===== config.mk =====
export PLATFORM = sky130hd
export DESIGN_NAME = jk_bank_flat
export DESIGN_NICKNAME = d
export VERILOG_FILES = /design/src/rtl/jk_bank_if.sv /design/src/rtl/jk_bank.sv /design/src/flat_wrapper.sv
export SDC_FILE = /design/constraint.sdc
export NUM_CORES = 1
export LEC_CHECK = 0
export ABC_AREA = 1
export CORE_MARGIN = 4
export CORE_UTILIZATION = 48
export DETAILED_ROUTE_END_ITERATION = 8
export HOLD_SLACK_MARGIN = 0.1
export PLACE_DENSITY = 0.95
export RECOVER_POWER = 100
export SLEW_MARGIN = 10
export SYNTH_ARGS = -nofsm -noshare
export SYNTH_HDL_FRONTEND = slang
export SYNTH_SLANG_ARGS = --single-unit
export TNS_END_PERCENT = 5

===== constraint.sdc =====
create_clock -name clk -period 3.2 [get_ports clk]
set_input_delay 0.64 -clock clk [delete_from_list [all_inputs] [get_ports clk]]
set_output_delay 0.64 -clock clk [all_outputs]
set_load 0.02 [all_outputs]

===== src/rtl/jk_bank_if.sv =====
// Signal bundle for jk_bank: control/data inputs from the master, stored state and flags back.
interface jk_bank_if #(
   parameter int WIDTH = 8,
   parameter int CNT_W = 8
);
   logic             en;
   logic [1:0]       mode;
   logic [WIDTH-1:0] j;
   logic [WIDTH-1:0] k;
   logic             load;
   logic [WIDTH-1:0] load_data;
   logic             chg_clr;
   logic [WIDTH-1:0] q;
   logic [WIDTH-1:0] qn;
   logic [WIDTH-1:0] changed;
   logic             sr_err;
   logic [CNT_W-1:0] act_cnt;

   modport master (
      output en, mode, j, k, load, load_data, chg_clr,
      input  q, qn, changed, sr_err, act_cnt
   );

   modport slave (
      input  en, mode, j, k, load, load_data, chg_clr,
      output q, qn, changed, sr_err, act_cnt
   );
endinterface


===== src/rtl/jk_bank.sv =====
// Bank of WIDTH JK/T/D/SR storage bits with parallel load, sticky change/error flags.
// Optional saturating activity counter enabled by defining JK_BANK_ACT_CNT_EN.
module jk_bank #(
   parameter int WIDTH = 8,
   parameter int CNT_W = 8
) (
   input logic    clk,
   input logic    reset_n,
   jk_bank_if.slave bus
);

   localparam logic [1:0] MODE_JK = 2'b00;
   localparam logic [1:0] MODE_T  = 2'b01;
   localparam logic [1:0] MODE_D  = 2'b10;
   localparam logic [1:0] MODE_SR = 2'b11;

   logic [WIDTH-1:0] r_q;
   logic [WIDTH-1:0] r_changed;
   logic             r_sr_err;

   logic [WIDTH-1:0] w_next;
   logic [WIDTH-1:0] w_diff;
   logic             w_any;
   logic             w_sr_hit;

   always_comb begin
      w_next   = r_q;
      w_sr_hit = 1'b0;
      if (bus.load) begin
         w_next = bus.load_data;
      end else if (bus.en) begin
         for (int i = 0; i < WIDTH; i++) begin
            case (bus.mode)
               MODE_JK: begin
                  case ({bus.j[i], bus.k[i]})
                     2'b01:   w_next[i] = 1'b0;
                     2'b10:   w_next[i] = 1'b1;
                     2'b11:   w_next[i] = ~r_q[i];
                     default: w_next[i] = r_q[i];
                  endcase
               end
               MODE_T:  w_next[i] = r_q[i] ^ bus.j[i];
               MODE_D:  w_next[i] = bus.j[i];
               MODE_SR: begin
                  case ({bus.j[i], bus.k[i]})
                     2'b01:   w_next[i] = 1'b0;
                     2'b10:   w_next[i] = 1'b1;
                     2'b11:   w_sr_hit  = 1'b1;
                     default: w_next[i] = r_q[i];
                  endcase
               end
               default: w_next[i] = r_q[i];
            endcase
         end
      end
   end

   assign w_diff = w_next ^ r_q;
   assign w_any  = |w_diff;

   // Same-cycle events win over chg_clr: a clear restarts the flags from this cycle's events.
   always_ff @(posedge clk or negedge reset_n) begin
      if (!reset_n) begin
         r_q       <= '0;
         r_changed <= '0;
         r_sr_err  <= 1'b0;
      end else begin
         r_q       <= w_next;
         r_changed <= bus.chg_clr ? w_diff : (r_changed | w_diff);
         r_sr_err  <= bus.chg_clr ? w_sr_hit : (r_sr_err | w_sr_hit);
      end
   end

`ifdef JK_BANK_ACT_CNT_EN
   localparam logic [CNT_W-1:0] CNT_MAX = {CNT_W{1'b1}};

   logic [CNT_W-1:0] r_cnt;

   always_ff @(posedge clk or negedge reset_n) begin
      if (!reset_n) begin
         r_cnt <= '0;
      end else if (bus.chg_clr) begin
         r_cnt <= w_any ? CNT_W'(1) : '0;
      end else if (w_any && (r_cnt != CNT_MAX)) begin
         r_cnt <= r_cnt + CNT_W'(1);
      end
   end

   assign bus.act_cnt = r_cnt;
`else
   assign bus.act_cnt = '0;
`endif

   assign bus.q       = r_q;
   assign bus.qn      = ~r_q;
   assign bus.changed = r_changed;
   assign bus.sr_err  = r_sr_err;

endmodule


===== src/flat_wrapper.sv =====
// flat-port wrapper written by rule: the top's interface ports become plain ports
module jk_bank_flat 
#(
   parameter int WIDTH = 8,
   parameter int CNT_W = 8
)
  (clk, reset_n, bus_en, bus_mode, bus_j, bus_k, bus_load, bus_load_data, bus_chg_clr, bus_q, bus_qn, bus_changed, bus_sr_err, bus_act_cnt);
  jk_bank_if #(.WIDTH(WIDTH), .CNT_W(CNT_W)) bus_i ();
  input logic clk;
  input logic reset_n;
  input wire logic [$bits(bus_i.en)-1:0] bus_en;
  input wire logic [$bits(bus_i.mode)-1:0] bus_mode;
  input wire logic [$bits(bus_i.j)-1:0] bus_j;
  input wire logic [$bits(bus_i.k)-1:0] bus_k;
  input wire logic [$bits(bus_i.load)-1:0] bus_load;
  input wire logic [$bits(bus_i.load_data)-1:0] bus_load_data;
  input wire logic [$bits(bus_i.chg_clr)-1:0] bus_chg_clr;
  output wire logic [$bits(bus_i.q)-1:0] bus_q;
  output wire logic [$bits(bus_i.qn)-1:0] bus_qn;
  output wire logic [$bits(bus_i.changed)-1:0] bus_changed;
  output wire logic [$bits(bus_i.sr_err)-1:0] bus_sr_err;
  output wire logic [$bits(bus_i.act_cnt)-1:0] bus_act_cnt;
  assign bus_i.en = bus_en;
  assign bus_i.mode = bus_mode;
  assign bus_i.j = bus_j;
  assign bus_i.k = bus_k;
  assign bus_i.load = bus_load;
  assign bus_i.load_data = bus_load_data;
  assign bus_i.chg_clr = bus_chg_clr;
  assign bus_q = bus_i.q;
  assign bus_qn = bus_i.qn;
  assign bus_changed = bus_i.changed;
  assign bus_sr_err = bus_i.sr_err;
  assign bus_act_cnt = bus_i.act_cnt;
  jk_bank #(.WIDTH(WIDTH), .CNT_W(CNT_W)) u_core (.clk(clk), .reset_n(reset_n), .bus(bus_i));
endmodule

# Yosys cells after proc, flatten, opt, wreduce, memory -nomap -nowiden
# Cells that the tools add are included.
# Widths: inputs -> output; s select.
# classes
eq_ne,27
n_mux,50
bitwise_logic,20
reduce_logical,1
# op_table
cell,count
$eq 2x2->1 const B,18
$pmux 1 s4,8
$mux 8,3
$pmux 1 s3,8
$mux 1,23
$eq 2x1->1 const B,9
$pmux 1 s2,8
$not 1->1,8
$not 8->8,1
$or 8x8->8,1
$xor 1x1->1,8
$xor 8x8->8,1
$logic_not 2->1,1
$or 1x1->1,1
# word_totals
reg_bits,17
inputBits,31
out_inout_bits,33
word_cells,101

# Depth between registers and ports, before layout
# depth
ltp_word,25
mapped_depth,11
depth_no_buf,11

# Worst setup path after synthesis
# No wires, ideal clock.
# synth_timing
kind,in2reg
startpoint,in bus_k[0]
endpoint,reg u_core.r_changed[0] (netlist: u_core.bus.changed[0])
setup_ns,0.125
arrival_time_ns,1.425
required_time_ns,3.075
setup_slack_ns,1.650
stages,10
n_path_buf,0
path_cell_list,inv_1 ha_1 nand2_1 nand3_1 nand3_1 nand2_1 nand2_1 nand2_1 nand2_1 nand3_1
# synth_via
elab_chain_len,8
word_cells_on_any_way,11
classes_between,eq/ne (3); mux (6); bitwise (2)
# synth_lines
item,line,rtl
from (decl),flat_wrapper.sv:14,input wire logic [$bits(bus_i.k)-1:0] bus_k;
"$eq 2x2->1, or another cell as far along",jk_bank.sv:35,"case ({bus.j[i], bus.k[i]})"
$pmux 1 s3 or $pmux 1 s2 (tied branches),"jk_bank.sv:35, jk_bank.sv:45",
$pmux 1 s4 (*),jk_bank.sv:33,case (bus.mode)
$mux 8 (*),jk_bank.sv:31,end else if (bus.en) begin
$mux 8 (*),jk_bank.sv:29,if (bus.load) begin
$xor 8x8->8 (*),jk_bank.sv:58,assign w_diff = w_next ^ r_q;
$or 8x8->8,jk_bank.sv:69,r_changed <= bus.chg_clr ? w_diff : (r_changed | w_diff);
$mux 8 (*),jk_bank.sv:69,
to (signal assigned),jk_bank.sv:69,
to (decl),jk_bank.sv:18,logic [WIDTH-1:0] r_changed;
# Mark *: on every way between the ends. The rest lies on a longest branch, timed or not.

# Worst setup path after layout
# layout_timing
startpoint,reg u_core.r_q[1] (netlist: u_core.bus.q[1])
endpoint,out bus_qn[1]
# layout_via
elab_chain_len,1
# layout_lines
item,line,rtl
from (decl),jk_bank.sv:17,logic [WIDTH-1:0] r_q;
from (signal assigned),jk_bank.sv:68,r_q <= w_next;
$not 8->8,jk_bank.sv:95,assign bus.qn = ~r_q;
to (decl),flat_wrapper.sv:19,output wire logic [$bits(bus_i.qn)-1:0] bus_qn;
# No other way between the ends.

==> qor.yml <==
outcome: "finished, final reports clean"
fp-row-count: 21
root_buffer: "clkbuf_4"
cp.required_ps: 2560
rsz0062_at_grt: "false"
fp.dieH_microns: 66.8
synth.cell_area_sq_um: 1660
leakagePower_nw: 1.21
ys_seq_elements: 17
globalRouteOverflowTotal: 0
power_frac_seq: 0.372
yosysSeqAreaShare: 0.256
finish.utilization: 0.675
min_path_type: "flip-flop to flip-flop"
skew_ps: 5.93
grt_pass1_vias: 1761
post_cts_buffers: 0
start_util: 0.498
dieArea_sq_um: 4470
max_freq_mhz: 439
regToRegSetupSlack_ps: 1860
layout_common_cells: "nand2_1, inv_1, nand3_1, dlygate4sd3_1, clkdlybuf4s50_1"
worst-path-buf-inv: 2
arrival_ps: 1640
worst_pin_slew_ps: 802
drc: 0
final_common_cell: "nand2_1"
tns_ps: 0
cpPeakStageDelay_ps: 710
clk_pin_slew_ps: 100
path_class: "flip-flop to primary output"
antenna_cells: 0
power_switching_mw: 0.304
wl_per_cell_microns: 13.4
cts_resized: 0
pwr-share-clk: 0.162
grt_pass1_wl_mm: 7.82
hold_viol: 0
cts_tree: "done"
track_usage: 0.230
layout-drive-gt1-share: 0.0526
yosysUniqueCellTypes: 19
cts_buffer_depth: 2
comb_power_share: 0.467
pwr_density_cell_nw_per_um2: 328
p_int_mw: 0.434
wl_mm: 4.96
dp_hpwl_mm: 3.84
nNetsFinal: 371
hold_buffers: 0
clock_sinks: 17
crit_path_max_fanout: 6
place_congestion: 0.873
period_minus_slack_ps: 2280
drv_slew: 0
ir_drop_mv: 0.309
antenna_found_initial: 0
drv_cap: 0
avgSynthCellArea_sq_um: 6.22
path_cells: "inv_1, dlygate4sd3_1"
relSlewSlack: 0.464
cp-end-kind: "primary output"
synthCells: 267
io_buffer_count: 55
areaGrowthSynthToFinish_pct: 35.5
ios: 64
ant_nets: 0
dr.pass1.iters: 5
htreeDepth: 1
worstSetupStartpointType: "flip-flop"
final-setup-viol-count: 0
die_width_microns: 66.8
sw_frac_of_total: 0.412
fillers: 306
drtIter0Drc: 115
cpMaxStageDelayCell: "dlygate4sd3_1"
cts_buffers: 3
core_sq_um: 3340
worstSkewPairLatency_ps: 300
vias: 1899
grt_max_degree: 18
critPathTopFamily: "buffers and inverters"
vias_per_cell: 5.15
fin_crit_sh: 0.711
ys_warn_count: 0
==> flip-flops by register name, indices dropped and copies added, names as in the netlist <==
name and count:
u_core.bus.changed 8, u_core.bus.q 8, u_core.bus.sr_err 1
==> synthesized netlist by cell type <==
| library cell | count | area (sq um) |
|---|---|---|
| nand3_1 | 41 | 205 |
| clkinv_1 | 1 | 3.75 |
| dfrtp_1 | 17 | 425 |
| clkbuf_1 | 1 | 3.75 |
| inv_1 | 49 | 184 |
| nand2_1 | 83 | 312 |
| nor2_1 | 8 | 30.0 |
| clkinv_2 | 1 | 5.00 |
| conb_1 | 1 | 3.75 |
| inv_2 | 3 | 11.3 |
| ha_1 | 16 | 200 |
| nor2_4 | 1 | 11.3 |
| o21ai_0 | 1 | 5.00 |
| o21ai_1 | 8 | 40.0 |
| nand2_4 | 1 | 11.3 |
| a21oi_1 | 16 | 80.1 |
| buf_4 | 9 | 67.6 |
| or2_2 | 8 | 50.1 |
| nor4_1 | 2 | 12.5 |
==> final cells by class <==
type,instances,area [sq um],share of cell area
inverters,54,204,0.0906
clock buffers,4,26.3,0.0117
repair buffers,55,551,0.245
flip-flops and latches,17,425,0.189
multi-input cells,193,987,0.439
well taps,46,57.6,0.0256
==> logic make-up (layout without fill, tap and decap cells) <==
logic type,count (synthesis),in the layout,share of synthesized area
compound gates,25,25,0.0753
fa+ha+maj,16,16,0.120
buf+inv,64,113,0.166
flops,17,17,0.256
other cells,1,8,0.00226
simple gates,144,144,0.380
==> power groups by stage <==
stage / sequential, mW / combinational, mW / clock, mW
floorplan: 0.308 / 0.165 / 0
global placement: 0.279 / 0.348 / 0
detailed placement: 0.277 / 0.361 / 0
CTS: 0.275 / 0.362 / 0.121
global route: 0.279 / 0.377 / 0.132
finish: 0.275 / 0.345 / 0.119
==> routing by layer <==
metal | vias to the layer above | global-route usage | wire (microns)
li1 | 927 | - | -
met1 | 878 | 0.271 | 1920
met2 | 86 | 0.417 | 2580
met3 | 8 | 0.0422 | 400
met4 | 0 | 0.0685 | 57
met5 | - | 0 | 0
==> worst paths after layout <==
check,cells past startpoint,from,end
setup / recovery,2,u_core.bus.q[1]$_DFF_PN0_,bus_qn[1]
hold / removal,2,u_core.bus.sr_err$_DFF_PN0_,u_core.bus.sr_err$_DFF_PN0_
setup reg to reg,9,u_core.bus.q[1]$_DFF_PN0_,u_core.bus.changed[1]$_DFF_PN0_
hold reg to reg,2,u_core.bus.sr_err$_DFF_PN0_,u_core.bus.sr_err$_DFF_PN0_
max in group asynchronous,1,reset_n,u_core.bus.q[4]$_DFF_PN0_
min in group asynchronous,1,reset_n,u_core.bus.changed[4]$_DFF_PN0_
==> per-stage QoR <==
stage          cell area (sq um)  setup slack [ps]  hold slack, ps  instances  power (mW)
2_1_floorplan               1690              1650             344        274       0.472
3_3_place_gp                2220              1010             489        365       0.627
3_5_place_dp                2220               906             485        365       0.638
4_1_cts                     2250               973             510        369       0.758
5_1_grt                     2250               845             528        369       0.788
6_report                    2250               923             500        369       0.738
==> worst reg2reg max path, stage by stage, from the launching register on <==
cell and delay [ps]:
dfrtp_1 470, inv_1 170, nand2_1 90, a21oi_1 130, nor2_1 50, nand2_1 80, nand2_1 70, nand2_1 90
nand2_1 70, nand3_1 80
Note: power is estimated with default switching activity, not from simulation.
